--- config.mk ---
export PLATFORM = sky130hd
export DESIGN_NAME = pl_reg_skid
export DESIGN_NICKNAME = d
export VERILOG_FILES = /design/src/rtl/pl_pkg.sv /design/src/rtl/pl_reg_skid.sv
export SDC_FILE = /design/constraint.sdc
export NUM_CORES = 1
export LEC_CHECK = 0
export CAP_MARGIN = 20
export CORE_AREA = 2 2 99 73
export DETAILED_ROUTE_END_ITERATION = 8
export DIE_AREA = 0 0 101 75
export GPL_TIMING_DRIVEN = 0
export PLACE_DENSITY = 0.82
export SYNTH_ARGS = -nofsm -noshare
export SYNTH_HDL_FRONTEND = slang
export SYNTH_SLANG_ARGS = --single-unit
--- constraint.sdc ---
create_clock -name clk -period 3.85 [get_ports clk]
set_input_delay 0.5775 -clock clk [delete_from_list [all_inputs] [get_ports clk]]
set_output_delay 0.5775 -clock clk [all_outputs]
set_load 0.01 [all_outputs]
--- src/rtl/pl_pkg.sv ---
// Shared pipeline definitions: occupancy states, stage bundle layouts and widths,
// and the occupancy transition function used by the pipeline stage registers.
package pl_pkg;

    typedef enum logic [1:0] {
        EMPTY = 2'd0,
        FULL  = 2'd1,
        SKID  = 2'd2
    } pl_state_t;

    typedef struct packed {
        logic [31:0] pc;
        logic [31:0] instr;
    } pl_if_id_t;

    typedef struct packed {
        logic [31:0] pc;
        logic [31:0] rs1_val;
        logic [31:0] rs2_val;
        logic [31:0] imm;
        logic [4:0]  rd;
        logic [3:0]  alu_op;
        logic        mem_rd;
        logic        mem_wr;
        logic        reg_wr;
    } pl_id_ex_t;

    typedef struct packed {
        logic [31:0] alu_res;
        logic [31:0] store_data;
        logic [4:0]  rd;
        logic [2:0]  funct3;
        logic        mem_rd;
        logic        mem_wr;
        logic        reg_wr;
    } pl_ex_mem_t;

    typedef struct packed {
        logic [31:0] wb_data;
        logic [4:0]  rd;
        logic        reg_wr;
    } pl_mem_wb_t;

    localparam int unsigned PL_IF_W = $bits(pl_if_id_t);
    localparam int unsigned PL_IE_W = $bits(pl_id_ex_t);
    localparam int unsigned PL_EM_W = $bits(pl_ex_mem_t);
    localparam int unsigned PL_MW_W = $bits(pl_mem_wb_t);

    // Occupancy transition ignoring flush; SKID never accepts because s_ready=0 there.
    function automatic pl_state_t pl_next_state(input pl_state_t st,
                                                input logic acc,
                                                input logic drn);
        pl_state_t nxt;
        nxt = st;
        case (st)
            EMPTY: if (acc) nxt = FULL;
            FULL: begin
                if (acc && !drn)      nxt = SKID;
                else if (!acc && drn) nxt = EMPTY;
            end
            SKID:  if (drn) nxt = FULL;
            default: nxt = EMPTY;
        endcase
        return nxt;
    endfunction

endpackage

--- src/rtl/pl_reg_skid.sv ---
// Flushable valid/ready pipeline register with a one-entry skid buffer.
// Optional downstream-stall counter on stall_cnt when PL_REG_SKID_PERF_EN is defined.
module pl_reg_skid
    import pl_pkg::*;
#(
    parameter int unsigned          DATA_W   = 32,
    parameter logic [DATA_W-1:0]    RST_DATA = '0
) (
    input  logic              clk,
    input  logic              rst_n,
    input  logic              flush,
    input  logic              s_valid,
    output logic              s_ready,
    input  logic [DATA_W-1:0] s_data,
    output logic              m_valid,
    input  logic              m_ready,
    output logic [DATA_W-1:0] m_data
`ifdef PL_REG_SKID_PERF_EN
    ,
    output logic [31:0]       stall_cnt
`endif
);

    pl_state_t         r_state;
    logic              r_main_v;
    logic              r_s_ready;
    logic [DATA_W-1:0] r_main_q;
    logic [DATA_W-1:0] r_skid_q;

    logic              w_acc;
    logic              w_drn;
    pl_state_t         w_state_nxt;

    assign w_acc       = s_valid & r_s_ready;
    assign w_drn       = r_main_v & m_ready;
    assign w_state_nxt = pl_next_state(r_state, w_acc, w_drn);

    assign s_ready = r_s_ready;
    assign m_valid = r_main_v;
    assign m_data  = r_main_q;

    // Valid and ready flags are recomputed from the next state so both stay registered.
    always_ff @(posedge clk or negedge rst_n) begin
        if (!rst_n) begin
            r_state   <= EMPTY;
            r_main_v  <= 1'b0;
            r_s_ready <= 1'b1;
            r_main_q  <= RST_DATA;
            r_skid_q  <= RST_DATA;
        end else if (flush) begin
            r_state   <= EMPTY;
            r_main_v  <= 1'b0;
            r_s_ready <= 1'b1;
            r_main_q  <= RST_DATA;
            r_skid_q  <= RST_DATA;
        end else begin
            case (r_state)
                EMPTY: if (w_acc) r_main_q <= s_data;
                FULL: begin
                    if (w_acc && w_drn)       r_main_q <= s_data;
                    else if (w_acc && !w_drn) r_skid_q <= s_data;
                end
                SKID:  if (w_drn) r_main_q <= r_skid_q;
                default: ;
            endcase
            r_state   <= w_state_nxt;
            r_main_v  <= (w_state_nxt != EMPTY);
            r_s_ready <= (w_state_nxt != SKID);
        end
    end

`ifdef PL_REG_SKID_PERF_EN
    logic [31:0] r_stall_cnt;

    // Flush does not clear the counter; it counts the stalled cycle it lands on.
    always_ff @(posedge clk or negedge rst_n) begin
        if (!rst_n) begin
            r_stall_cnt <= '0;
        end else if (r_main_v && !m_ready && (r_stall_cnt != '1)) begin
            r_stall_cnt <= r_stall_cnt + 32'd1;
        end
    end

    assign stall_cnt = r_stall_cnt;
`endif

endmodule
==> results.json <==
{
  "period_minus_slack_ps": 2050,
  "grt_max_degree": 69,
  "fin_crit_sh_pct": 53.3,
  "tns_ps": 0,
  "maxCapViolCount": 0,
  "yosysWarningCount": 0,
  "fmax_ghz": 0.487,
  "drt-pass1-iter-count": 4,
  "grt_overflow": 0,
  "initial_core_util_pct": 50.8,
  "track_usage_pct": 25.0,
  "port_buffers": 70,
  "leakage_nw": 1.74,
  "cts_tree": "done",
  "routabilityCongestion": 0.842,
  "antenna_found_initial": 0,
  "die_y_um": 75,
  "async_reset_ff_share_pct": 100,
  "seqPwrFrac_pct": 36.2,
  "path_buf_inv": 1,
  "hold_viol_final": 0,
  "crit_arrival_ps": 1470,
  "timing.rr.end": "m_data[2]$_DFFE_PN0P_",
  "die_area_sq_um": 7580,
  "cts_hold_buf": 0,
  "fill_cells": 506,
  "cts_buffer_depth": 2,
  "fin_worst_skew_ps": 9.63,
  "r2r_slack_ps": 1940,
  "critical_path.cell_chain": "clkdlybuf4s50_1",
  "ir_worst_vdd_mv": 0.291,
  "num_vias": 2723,
  "fp.dieW_um": 101,
  "cpMaxStageDelayCell": "dfstp_2",
  "wl_per_cell_um": 17.4,
  "required_ps": 3270,
  "rows": 25,
  "worstPathMaxFanout": 5,
  "slew_headroom_pct": 43.1,
  "setup_slack_ps": 1800,
  "dp_hpwl_um": 5600,
  "diodes": 0,
  "synth_edf_count": 0,
  "clk_pin_slew_ps": 80,
  "path_class": "flip-flop to output pin",
  "synth.distinct_cells": 29,
  "drv_slew": 0,
  "cpLargestDelayFamily": "flip-flops",
  "drc": 0,
  "cts_resized": 0,
  "clk_latency_ps": 360,
  "drive_gt1_share_pct": 17.1,
  "ys_seq_elements": 68,
  "numCtsBuffers": 9,
  "syn-cell-area_sq_um": 3340,
  "post-cts-setup-buffer-count": 0,
  "powerDensity_nw_per_um2": 557,
  "dr.first_iter.drc_count": 149,
  "syn_nets": 358,
  "routed_wl_um": 8430,
  "cp-start-kind": "flip-flop",
  "viasPerCell": 5.63,
  "worst_slew_pin_slew_ps": 853,
  "ant_nets": 0,
  "timing.rr.start": "r_state[0]$_DFF_PN0_",
  "status": "complete, no violations",
  "finalSetupViolCount": 0,
  "synthCells": 317,
  "grt_pass1_wl_um": 14100,
  "synth_flop_cell": "dfrtp_1",
  "avgSynthCellArea_sq_um": 10.5,
  "rr_worst_depth": 8,
  "place_ws_ps": 1480,
  "hold_path.class": "input port to asynchronous set/reset pin",
  "cts.sinks": 68,
  "clockRootBuffer": "clkbuf_8",
  "p_clk_share_pct": 32.2,
  "pin_count": 71,
  "synthToLayoutAreaGrowth_pct": 31.8,
  "endpoint_kind": "output pin",
  "p_int_mw": 1.68,
  "rsz0062_at_grt": "no",
  "core_area_sq_um": 6570,
  "nets": 439,
  "p_switching_mw": 0.768,
  "critPathMaxStageDelay_ps": 580,
  "grt_pass1_vias": 2834,
  "fin_util_pct": 67.0,
  "p_comb_share_pct": 31.6,
  "p_sw_share_pct": 31.3,
  "yosysSeqAreaShare_pct": 51.0,
  "h-tree-depth": 3
}
==> sequential cells by signal, indices dropped and copies added, names as in the netlist <==
register	flops
m_data	32
r_skid_q	32
r_state	2
m_valid	1
s_ready	1
==> layer usage <==
metal | track usage, % | wire length [um] | up-vias
li1 | - | - | 1277
met1 | 34.0 | 3830 | 1343
met2 | 39.6 | 3940 | 90
met3 | 6.59 | 538 | 13
met4 | 8.41 | 121 | 0
met5 | 0 | 0 | -
==> kinds of logic (layout without fill, tap and decap cells) <==
group,Yosys count,after routing,synth area share (%)
AND/OR/NAND/NOR,80,80,9.82
adder cells (fa/ha/maj),5,5,1.80
buffers and inverters,29,115,4.53
flip-flops,68,68,51.0
multiplexers,32,32,9.59
AO/OA/AOI/OAI,102,102,23.0
XOR/XNOR,1,1,0.262
==> power groups by stage <==
stage / sequential [mW] / clock, mW / combinational (mW)
2_1_floorplan: 0.924 / 0 / 0.415
3_3_place_gp: 0.895 / 0 / 0.752
3_5_place_dp: 0.899 / 0 / 0.772
4_1_cts: 0.887 / 0.794 / 0.780
5_1_grt: 0.900 / 0.828 / 0.846
6_report: 0.888 / 0.790 / 0.774
==> metrics by stage <==
step | std cells | power (mW) | hold slack [ps] | instance area [sq um]
after floorplan | 317 | 1.34 | 282 | 3340
after global placement | 468 | 1.65 | 510 | 4140
after detailed placement | 468 | 1.67 | 515 | 4140
after CTS | 484 | 2.46 | 362 | 4400
after global routing | 484 | 2.57 | 395 | 4400
final | 484 | 2.45 | 328 | 4400
==> area by class of cell <==
| class | instances | area, sq um | area share [%] |
|---|---|---|---|
| clock buffer | 10 | 128 | 2.90 |
| multi-input combinational | 220 | 1490 | 33.7 |
| inverter | 2 | 7.51 | 0.171 |
| sequential | 68 | 1700 | 38.7 |
| buffer | 27 | 144 | 3.27 |
| timing repair buffer | 70 | 698 | 15.9 |
| tap | 81 | 101 | 2.30 |
| clock inverter | 6 | 136 | 3.10 |
==> layout by cell type (no fill, tap or decap), types with 2 or more instances in the layout <==
cell | netlist | routed
clkdlybuf4s50_1 | 0 | 69
a21oi_1 | 64 | 64
bufinv_16 | 0 | 4
buf_6 | 3 | 3
nand4_1 | 2 | 2
clkbuf_1 | 9 | 10
and2_1 | 2 | 2
buf_4 | 1 | 2
a211oi_2 | 30 | 30
nand2_1 | 67 | 67
mux2i_1 | 32 | 32
clkbuf_8 | 0 | 9
ha_1 | 4 | 4
nor2_1 | 3 | 3
dfrtp_1 | 67 | 67
buf_2 | 13 | 13
inv_1 | 2 | 2
a211oi_1 | 2 | 2
nand3_1 | 3 | 3
==> worst max path at each step <==
stage | start | to | slack, ps | cells after the start
after floorplan | r_state[0]$_DFF_PN0_ | m_data[0]$_DFFE_PN0P_ | 2230 | 8
after global placement | rst_n | m_data[22]$_DFFE_PN0P_ | -90 | 1
after detailed placement | flush | m_data[6]$_DFFE_PN0P_ | 1480 | 4
after CTS | s_ready$_DFF_PN1_ | s_ready | 1790 | 1
after global routing | flush | r_skid_q[28]$_DFFE_PN0P_ | 1700 | 4
final | s_ready$_DFF_PN1_ | s_ready | 1800 | 1
==> cells in the mapped netlist, types with 3 or more instances <==
master	number	area share (%)
dfrtp_1	67	50
a21oi_1	64	9.6
buf_2	13	1.9
a211oi_2	30	11
buf_6	3	1.0
nand2_1	67	7.5
clkbuf_1	9	1.0
nor2_1	3	0.34
nand3_1	3	0.45
mux2i_1	32	9.6
ha_1	4	1.5
No activity file was read; power rests on OpenSTA's default activity.
==> variant 1 (config.mk and constraints unchanged) <==
The 3 states of `pl_state_t` get a one-hot encoding in 3 bits.
--- a/src/rtl/pl_pkg.sv
+++ b/src/rtl/pl_pkg.sv
@@ -2,10 +2,10 @@
 // and the occupancy transition function used by the pipeline stage registers.
 package pl_pkg;
 
-    typedef enum logic [1:0] {
-        EMPTY = 2'd0,
-        FULL  = 2'd1,
-        SKID  = 2'd2
+    typedef enum logic [2:0] {
+        EMPTY = 3'b001,
+        FULL  = 3'b010,
+        SKID  = 3'b100
     } pl_state_t;
 
     typedef struct packed {
Behaviour: same outputs for any inputs over 4 cycles, from zero or initial values and one cycle with rst_n low; so few cycles prove little.
==> variant 1 against the unedited design <==
  * Worst setup slack worse by 0.11 ns
  * Wire length down 3.9%
  * Sequential cell count up 1
  * Worst hold slack improved by 0.020 ns
  * Synthesized cell count is the same
  * Synthesized area up 2.2%
  * First-iteration DRC count decreased by 2.0%
  * Count of clock-buffer cells in the layout up 1
  * Design area unchanged
  * Critical path type is now in -> reg
  * Critical path depth increased by 5
Power is not compared: it rests on default switching activity, and its combinational part moved more than twofold at a synthesized area within 25%.
==> variant 1: results (changes against the unedited design) <==
Place
  • Inst Count DP: 467 (was 468)
  • Area after DPL: 4200 sq um (was 4140 sq um)
  • DP Worst Slack: 1.34 ns (was 1.48 ns)
  • GPL Wtd Cong: 0.759 (was 0.842)
  • DP Wirelength: 5570 um (was 5600 um)
  • Port Buf Inserts: 69 (was 70)

Setup path
  • CP max stage cell: nor4b_4 (was dfstp_2)
  • Worst Reg-to-Reg Cells: 5 (was 8)
  • Largest stage delay, worst path: 0.52 ns (was 0.58 ns)
  • R2r startpoint: s_ready (was r_state[0])
  • CP Capture Point: m_data[4] (was s_ready)
  • CP arrival: 2.42 ns (was 1.47 ns)
  • R2R Setup Slk: 1.88 ns (was 1.94 ns)
  • CP delay by family, top: buffers and inverters (was flip-flops)

Global routing
  • Met3 Resource Use GR: 5.85% (was 6.59%)
  • Pin count of the biggest net entering global routing: 70 (was 69)
  • First-pass GRT wire length: 13700 um (was 14100 um)
  • Met1 Usage GRT: 32.7% (was 34.0%)
  • Initial antenna violation count: 0 (unchanged)
  • Total GRT Usage: 23.7% (was 25.0%)
  • Vias in the first global route: 2788 (was 2834)
  • Grt met2 use: 37.6% (was 39.6%)

Routing
  • WL met1: 3920 um (was 3830 um)
  • Vias/cell: 5.53 (was 5.63)
  • 1st-iter DRT viols: 146 (was 149)
  • First-pass DRT Iterations: 4 (unchanged)
  • DR WL met2: 3700 um (was 3940 um)
  • Length of routed met3 wiring: 398 um (was 538 um)
  • DR top layer: met4 (unchanged)
  • Wire per inst: 16.8 um (was 17.4 um)

Yosys
  • Dominant cells by area after synthesis: dfrtp_1 (49%), a211oi_2 (11%), mux2i_1 (9.4%) (was dfrtp_1 (50%), a211oi_2 (11%), a21oi_1 (9.6%))
  • Post-synthesis sequential area ratio: 50.6% (was 51.0%)
  • Unique masters post-synth: 31 (was 29)
  • Warnings, synthesis: 0 (unchanged)
  • Post-Synth XOR/XNOR Area: 0.257% (was 0.262%)
  • Syn_nets: 354 (was 358)
  • Post-Synth Adder-Cell Area: 0% (was 1.80%)
  • Post-synthesis compound-gate area fraction: 18.0% (was 23.0%)
  • Post-synth top cells: dfrtp_1 (67), nand2_1 (66), a21oi_1 (34) (was dfrtp_1 (67), nand2_1 (67), a21oi_1 (64))
  • Mux contribution to synthesized area: 9.38% (was 9.59%)

STA
  • Minimum clock period: 2.16 ns (was 2.05 ns)
  • Slew HR: 41.6% (was 43.1%)
  • Clk_skew: 0.0116 ns (was 0.00963 ns)

Cells and area
  • Nets: 434 (was 439)
  • Share of cells above drive strength 1: 19.0% (was 17.1%)
  • Fin cells: 482 (was 484)

Power and ir drop
  • Pleak: between 0.0015 and 0.002 uW

Status
  • Status: finished clean (unchanged)

Clock tree
  • Clock latency on the worst-skew pair: 0.34 ns (was 0.36 ns)
variant 1: cell types whose count changed after synthesis, moves of 3 or more:
cell | before | now
buf_8 | 0 | 3
a21oi_1 | 64 | 34
ha_1 | 4 | 0
nand3_1 | 3 | 0
nor3_1 | 0 | 32
variant 1: area by class of cell:
type	count	area, sq um
buffer	30	209
clock buffer	11	151
clock inverter	4	47.5
fill	500	2170
inverter	2	7.51
multi-input combinational	216	1470
sequential	69	1730
tap	81	101
timing repair buffer	69	688
variant 1: worst min path at each step:
stage / startpoint / endpoint / slack, ns
2_1_floorplan: rst_n / m_data[0] / 0.28
3_3_place_gp: r_skid_q[5] / r_skid_q[5] / 0.51
3_5_place_dp: r_skid_q[5] / r_skid_q[5] / 0.52
4_1_cts: rst_n / m_data[20] / 0.37
5_1_grt: rst_n / r_skid_q[28] / 0.40
6_report: rst_n / m_data[20] / 0.35
variant 1: power breakdown:
part	switching (uW)	total (uW)	internal, uW
Clock	262	591	329
Combinational	149	307	157
Sequential	26.6	789	763
==> variant 2 (same settings) <==
Made on the original files. `DATA_W`: 32 -> 36.
--- a/src/rtl/pl_reg_skid.sv
+++ b/src/rtl/pl_reg_skid.sv
@@ -3,7 +3,7 @@
 module pl_reg_skid
     import pl_pkg::*;
 #(
-    parameter int unsigned          DATA_W   = 32,
+    parameter int unsigned          DATA_W   = 36,
     parameter logic [DATA_W-1:0]    RST_DATA = '0
 ) (
     input  logic              clk,
Ports: changed (resized m_data and s_data); port bits go from 71 to 79. The function was not compared with the original's and may differ.
==> variant 2 against the unedited design <==
  * Total power shrank 3.2%
  * Design area grew 6.3%
  * Wire length grew 6.7%
  * Die area is the same
  * Synthesized area grew 7.6%
  * Synthesized cell count grew 11%
  * Worst setup slack lost 0.010 ns
  * Sequential cell count grew 8
  * Critical path depth grew 6
  * Sequential power grew 12%
  * Register-to-register slack lost 0.08 ns
==> variant 2: results (changes against the unedited design) <==
Global routing
  • Total GRT Usage: 25.8% (was 25.0%)
  • Pin count of the biggest net entering global routing: 43 (was 69)
  • Grt met2 use: 42.0% (was 39.6%)
  • Vias in the first global route: 2997 (was 2834)
  • Met3 Resource Use GR: 8.64% (was 6.59%)
  • First-pass GRT wire length: 14700 um (was 14100 um)
  • Met1 Usage GRT: 34.5% (was 34.0%)

Place
  • Area after DPL: 4490 sq um (was 4140 sq um)
  • Inst Count DP: 511 (was 468)
  • GPL Wtd Cong: 0.786 (was 0.842)
  • DP Wirelength: 6250 um (was 5600 um)
  • DP Worst Slack: 1.44 ns (was 1.48 ns)
  • Port Buf Inserts: 78 (was 70)

Power and ir drop
  • Maximum vdd drop: 248 uV (was 291 uV)
  • Switching portion of total power: 32.7% (was 31.3%)
  • Pleak: 0.00186 uW (was 0.00174 uW)

Cells and area
  • Fin cells: 527 (was 484)
  • Fillers: 512 (was 506)
  • Nets: 486 (was 439)
  • Share of cells above drive strength 1: 11.0% (was 17.1%)

Yosys
  • Post-synthesis sequential area ratio: 52.9% (was 51.0%)
  • Dominant cells by area after synthesis: dfrtp_1 (52%), a21oi_1 (10%), mux2i_1 (10%) (was dfrtp_1 (50%), a211oi_2 (11%), a21oi_1 (9.6%))
  • Post-synth top cells: dfrtp_1 (75), nand2_1 (75), a21oi_1 (72) (was dfrtp_1 (67), nand2_1 (67), a21oi_1 (64))
  • Syn_nets: 396 (was 358)
  • Syn Inst Count: 351 (was 317)
  • Unique masters post-synth: 28 (was 29)

Routing
  • Vias/cell: 5.61 (was 5.63)
  • 1st-iter DRT viols: 171 (was 149)
  • Final WL: 8990 um (was 8430 um)

Status
  • Status: finished clean (unchanged)

STA
  • Slew of the pin with the lowest slew margin: 0.784 ns (was 0.853 ns)
  • Clk_skew: 0.00957 ns (was 0.00963 ns)

Clock tree
  • Max Buffers Root-to-Sink: 2 (unchanged)

Setup path
  • CP arrival: 2.27 ns (was 1.47 ns)
  • Largest fanout on the critical path: 10 (was 5)
[variant 2: cells by family after synthesis]
family,synth area share (%)
simple gates,10.1
buf+inv,4.49
compound gates,20.5
flops,52.9
mux,10.0
fa+ha+maj,1.67
xor+xnor,0.244
[variant 2: layout make-up]
class                           count  area (sq um)  share of cell area, %
Timing Repair Buffer               79           798                   17.1
Multi-Input combinational cell    244          1530                   32.7
Tap cell                           81           101                   2.17
Clock inverter                      5          52.6                   1.12
Inverter                            2          7.51                  0.160
Buffer                             29           154                   3.29
Clock buffer                       11           131                   2.81
Sequential cell                    76          1900                   40.7
[variant 2: through the flow]
step	hold WS (ns)	total power [uW]
after global routing	0.178	2510
after detailed placement	0.516	1800
after global placement	0.509	1770
after CTS	0.180	2380
final	0.170	2370
after floorplan	0.282	1430
[variant 2: layer usage]
metal / up-vias / share of wire, %
met5: - / 0
met4: 0 / 1.0
met3: 8 / 6.0
met2: 92 / 47
met1: 1433 / 46
li1: 1423 / -
[variant 2: path summary, 6_finish.rpt]
path	depth (start not counted)	endpoint	slack, ns	from
worst min-delay path	1	m_data[30]	0.17	rst_n
min in group clk	2	r_skid_q[26]	0.53	r_skid_q[26]
worst max-delay path	7	m_data[5]	1.79	s_valid
worst max register to register	5	m_data[0]	1.86	r_state[0]
max in group asynchronous	2	m_data[15]	3.10	rst_n
worst min register to register	2	r_skid_q[26]	0.53	r_skid_q[26]
[variant 2: critical path, stage by stage]
cell,delay [ns]
clkdlybuf4s50_1,0.54
nand4_1,0.17
a21oi_4,0.34
and2_1,0.17
buf_4,0.17
buf_4,0.20
a211oi_1,0.10
[variant 2: power by group through the flow]
stage / Combinational (uW) / Clock [uW] / Sequential (uW)
2_1_floorplan: 400 / 0 / 1030
3_3_place_gp: 774 / 0 / 998
3_5_place_dp: 798 / 0 / 1000
4_1_cts: 803 / 592 / 989
5_1_grt: 872 / 633 / 1000
6_report: 799 / 582 / 992
